`src/rtl/psk_symbol_mapper.sv`:
```
// psk_symbol_mapper: BPSK/QPSK symbol mapper holding each symbol on the DAC for SPS enabled samples
module psk_symbol_mapper #(
  parameter int O_WIDTH = 12,
  parameter int SPS     = 8,
  parameter int AMP     = 1024
) (
  input  logic                      clk,
  input  logic                      rst_n,
  input  logic                      clk_enable,
  input  logic [1:0]                bits_in,
  input  logic                      bits_valid,
  output logic                      bits_ready,
  input  logic                      is_bpsk,
  output logic signed [O_WIDTH-1:0] DAC_I,
  output logic signed [O_WIDTH-1:0] DAC_Q,
  output logic                      is_bpsk_out,
  output logic                      sym_strobe,
  output logic                      underrun
);
  localparam int CW = SPS > 1 ? $clog2(SPS) : 1;
  localparam logic [CW-1:0] LAST = CW'(SPS - 1);
  localparam logic signed [O_WIDTH-1:0] AP = O_WIDTH'(AMP);
  localparam logic signed [O_WIDTH-1:0] AN = -AP;
  typedef enum logic {IDLE, RUN} state_t;
  state_t state_q, state_d;
  logic [CW-1:0] cnt_q, cnt_d;
  logic signed [O_WIDTH-1:0] i_q, i_d, q_q, q_d, map_i, map_q;
  logic bpsk_q, bpsk_d, strobe_q, strobe_d, under_q, under_d, xfer;
  assign bits_ready = clk_enable & rst_n & (state_q == IDLE || cnt_q == LAST);
  assign xfer = bits_valid & bits_ready;
  assign map_i = (is_bpsk ? bits_in[0] : bits_in[1]) ? AN : AP;
  assign map_q = is_bpsk ? '0 : (bits_in[0] ? AN : AP);
  always_comb begin
    state_d  = state_q;
    cnt_d    = cnt_q;
    i_d      = i_q;
    q_d      = q_q;
    bpsk_d   = bpsk_q;
    strobe_d = 1'b0;
    under_d  = 1'b0;
    if (xfer) begin
      state_d  = RUN;
      cnt_d    = '0;
      i_d      = map_i;
      q_d      = map_q;
      bpsk_d   = is_bpsk;
      strobe_d = 1'b1;
    end else if (clk_enable && state_q == RUN) begin
      if (cnt_q == LAST) begin
        state_d = IDLE;
        cnt_d   = '0;
        i_d     = '0;
        q_d     = '0;
        bpsk_d  = 1'b0;
        under_d = 1'b1;
      end else begin
        cnt_d = cnt_q + CW'(1);
      end
    end
  end
  always_ff @(posedge clk or negedge rst_n) begin
    if (!rst_n) begin
      state_q  <= IDLE;
      cnt_q    <= '0;
      i_q      <= '0;
      q_q      <= '0;
      bpsk_q   <= 1'b0;
      strobe_q <= 1'b0;
      under_q  <= 1'b0;
    end else begin
      state_q  <= state_d;
      cnt_q    <= cnt_d;
      i_q      <= i_d;
      q_q      <= q_d;
      bpsk_q   <= bpsk_d;
      strobe_q <= strobe_d;
      under_q  <= under_d;
    end
  end
  assign DAC_I       = i_q;
  assign DAC_Q       = q_q;
  assign is_bpsk_out = bpsk_q;
  assign sym_strobe  = strobe_q;
  assign underrun    = under_q;
endmodule

```
`config.mk`:
```
export PLATFORM = sky130hd
export DESIGN_NAME = psk_symbol_mapper
export DESIGN_NICKNAME = d
export VERILOG_FILES = /design/src/rtl/psk_symbol_mapper.sv
export SDC_FILE = /design/constraint.sdc
export NUM_CORES = 1
export LEC_CHECK = 0
export ABC_AREA = 1
export BUFFER_PORTS_ARGS = -buffer_cell sky130_fd_sc_hd__buf_2
export CAP_MARGIN = 20
export CORE_MARGIN = 3
export CORE_UTILIZATION = 43
export DETAILED_ROUTE_END_ITERATION = 6
export HOLD_SLACK_MARGIN = 0.06
export PLACE_DENSITY = 0.86
export SKIP_CTS_REPAIR_TIMING = 1
export SLEW_MARGIN = 20
export SYNTH_ARGS = -nofsm -noshare
export SYNTH_HDL_FRONTEND = slang
export SYNTH_SLANG_ARGS = --single-unit
```
`constraint.sdc`:
```
create_clock -name clk -period 1.6 [get_ports clk]
set_input_delay 0.32 -clock clk [delete_from_list [all_inputs] [get_ports clk]]
set_output_delay 0.32 -clock clk [all_outputs]
set_load 0.02 [all_outputs]
```
==> impl_metrics.tcl <==
set metrics [dict create \
    setup_viol 1 \
    p_int_w 0.0006099 \
    diodes 0 \
    antenna_found_initial 0 \
    min_path_cells 3 \
    synth-seq-cells 10 \
    cts_max_level 1 \
    port_buffers 14 \
    end_kind "primary output" \
    ys_seq_area_share_pct 38.39 \
    holdCritPathClass "in -> reg" \
    avgSynthCellArea_um2 8.252 \
    ir_worst_vdd_uv 562.3 \
    p_per_area_nw_per_um2 1428 \
    startpoint_type "flip-flop" \
    p_leak_nw 0.4612 \
    finalClockSkew_ns 0.0002821 \
    synth_area_leaders "dfrtp_1 38%, buf_4 24%, nand2_1 11%" \
    timing.critical_path.buf_inv 2 \
    drt_iter0_drc 4 \
    yosysWarnings 0 \
    grt_max_degree 11 \
    synth_top_area_share_pct 38.39 \
    cts_inserted_buffers 3 \
    final_min_period_over_clock_period_pct 103.5 \
    cts_tree "yes" \
    fmax_ghz 0.6039 \
    outcome "complete, but fails checks" \
    ys_types 14 \
    p_comb_share_pct 43.9 \
    violations "negative setup slack" \
    wl_um 1207 \
    dr_total_vias 519 \
    yosys.area.top_type "dfrtp_1" \
    die_x_um 44.94 \
    die_h_um 44.94 \
    start_util_pct 47.71 \
    syn_to_final_growth_pct 14.78 \
    die_area_um2 2019 \
    r2r_cells 8 \
    netlist_area_um2 651.9 \
    fin_hold_ws_ns 0.3383 \
    place_congestion 0.7348 \
    drv_cap 0 \
    clock_sinks 10 \
    grt_pass1_vias 391 \
    fp-row-count 13 \
    critPathMaxFanout 4 \
    netlist_instances 79 \
    crit_chain "ha_4 > ha_4 > inv_2 > a21oi_4 > buf_6" \
    ioPinCount 35 \
    switching_power_w 0.0004589 \
    clkLatencyLatePin_ns 0.26 \
    crit_slowest_cell "dfrtp_1" \
    antenna_left 0 \
    arrival_ns 1.34 \
    switching_share_pct 42.94 \
    coreArea_um2 1366 \
    grt_pass1_wl_um 1580 \
    viasPerCell 4.593 \
    clockBufferDepth 2 \
    fin_nets 109 \
    grt_util_all_layers_pct 11.29 \
    rsz0062_at_grt "true" \
    p_seq_share_pct 40.5 \
    timing.final.hold_violations 0 \
    clockPowerShare_pct 15.6 \
    wl_per_cell_um 10.68 \
    drc 0 \
    clk_pin_slew_ns 0.06 \
    cp_common_cell "ha_4" \
    path_delay_family "flip-flops" \
    critPathRequiredTime_ns 1.28 \
    slew_violations 0 \
    critical_path_class "reg -> out" \
    cts_root_buf "clkbuf_4" \
    dr.pass1.iters 4 \
    setup_ws_ns -0.05598 \
    hpwlAfterDp_um 900.1 \
    dp_slack_ns 0.1621 \
    final_cell_mix "20 x conb_1, 19 x nand2_1, 13 x buf_2" \
    drive_gt1_share_pct 28.57 \
    finish.utilization_pct 54.76 \
    fin_crit_ns 1.656 \
    mostFrequentLayoutCell "conb_1" \
    cp.depth 5 \
    critPathMaxStageDelay_ns 0.41 \
    overflow 0 \
]
-- power by group through the flow --
| stage | registers [W] | clock network, W | logic [W] |
|---|---|---|---|
| detailed placement | 0.000411 | 0 | 0.000418 |
| finish | 0.000433 | 0.000167 | 0.000469 |
| floorplan | 0.000455 | 0 | 0.000293 |
| global placement | 0.000406 | 0 | 0.000401 |
| global route | 0.000440 | 0.000189 | 0.000524 |
| CTS | 0.000407 | 0.000174 | 0.000417 |
-- cell families (layout without fill, tap and decap cells) --
| logic type | Yosys count | count (layout) | share of synthesized area (%) |
|---|---|---|---|
| adders and majority gates | 2 | 2 | 3.838 |
| DFF | 10 | 10 | 38.39 |
| other | 1 | 20 | 0.5753 |
| and+or+nand+nor | 34 | 34 | 25.15 |
| AOI/OAI and AO/OA | 1 | 1 | 1.344 |
| buffers and inverters | 30 | 30 | 29.37 |
| xor gates and xnor gates | 1 | 1 | 1.344 |
-- cell type report --
cell class	instances	area (µm²)
sequential	10	250.2
tap	15	18.77
clock buffer	3	22.52
multi-input combinational	58	314.1
inverter	9	33.78
timing repair buffer	18	108.9
fill	143	618.1
-- registers in the layout, summed over array words and instances, names as in the netlist --
register     flops
underrun         1
DAC_Q            2
cnt_q            3
is_bpsk_out      1
sym_strobe       1
DAC_I            2
-- worst paths after layout --
path                        startpoint     endpoint  slack [ns]
min                            is_bpsk  is_bpsk_out        0.34
max in group asynchronous        rst_n    DAC_I[11]        0.94
max                           cnt_q[1]   bits_ready       -0.06
max reg2reg                   cnt_q[1]     cnt_q[0]        0.18
min reg2reg                is_bpsk_out  is_bpsk_out        0.50
min in group asynchronous        rst_n     cnt_q[2]        0.52
-- worst reg2reg max path: cells and delay by family, from the launching register on --
| kind | cells | cell delay (ns) |
|---|---|---|
| buf+inv | 2 | 0.20 |
| fa+ha+maj | 2 | 0.34 |
| simple gates | 4 | 0.39 |
| flops | 1 | 0.42 |
-- routing by layer --
layer	vias to the layer above	part of all wire (%)	global-route usage, %
met4	0	2.2	5.263
li1	243	-	-
met5	-	0	0
met3	6	14	7.171
met2	39	48	18.36
met1	231	35	11.19
-- cell usage after synthesis, drive strengths merged --
cell / number
dfrtp: 10
buf: 21
xor2: 1
ha: 2
nor2: 3
conb: 1
nand3: 11
inv: 9
nand2: 20
a21oi: 1
-- through the flow --
| step | std cells | power, W | cell area [µm²] | TNS (ns) |
|---|---|---|---|---|
| final | 113 | 0.001069 | 748.2 | -0.05598 |
| after global routing | 113 | 0.001153 | 748.2 | -0.1321 |
| after CTS | 111 | 0.0009988 | 691.9 | -0.1185 |
| after detailed placement | 108 | 0.0008287 | 669.4 | 0 |
| after global placement | 108 | 0.0008068 | 669.4 | 0 |
| after floorplan | 98 | 0.0007478 | 723.2 | 0 |
Note: power is estimated with default switching activity, not from simulation.
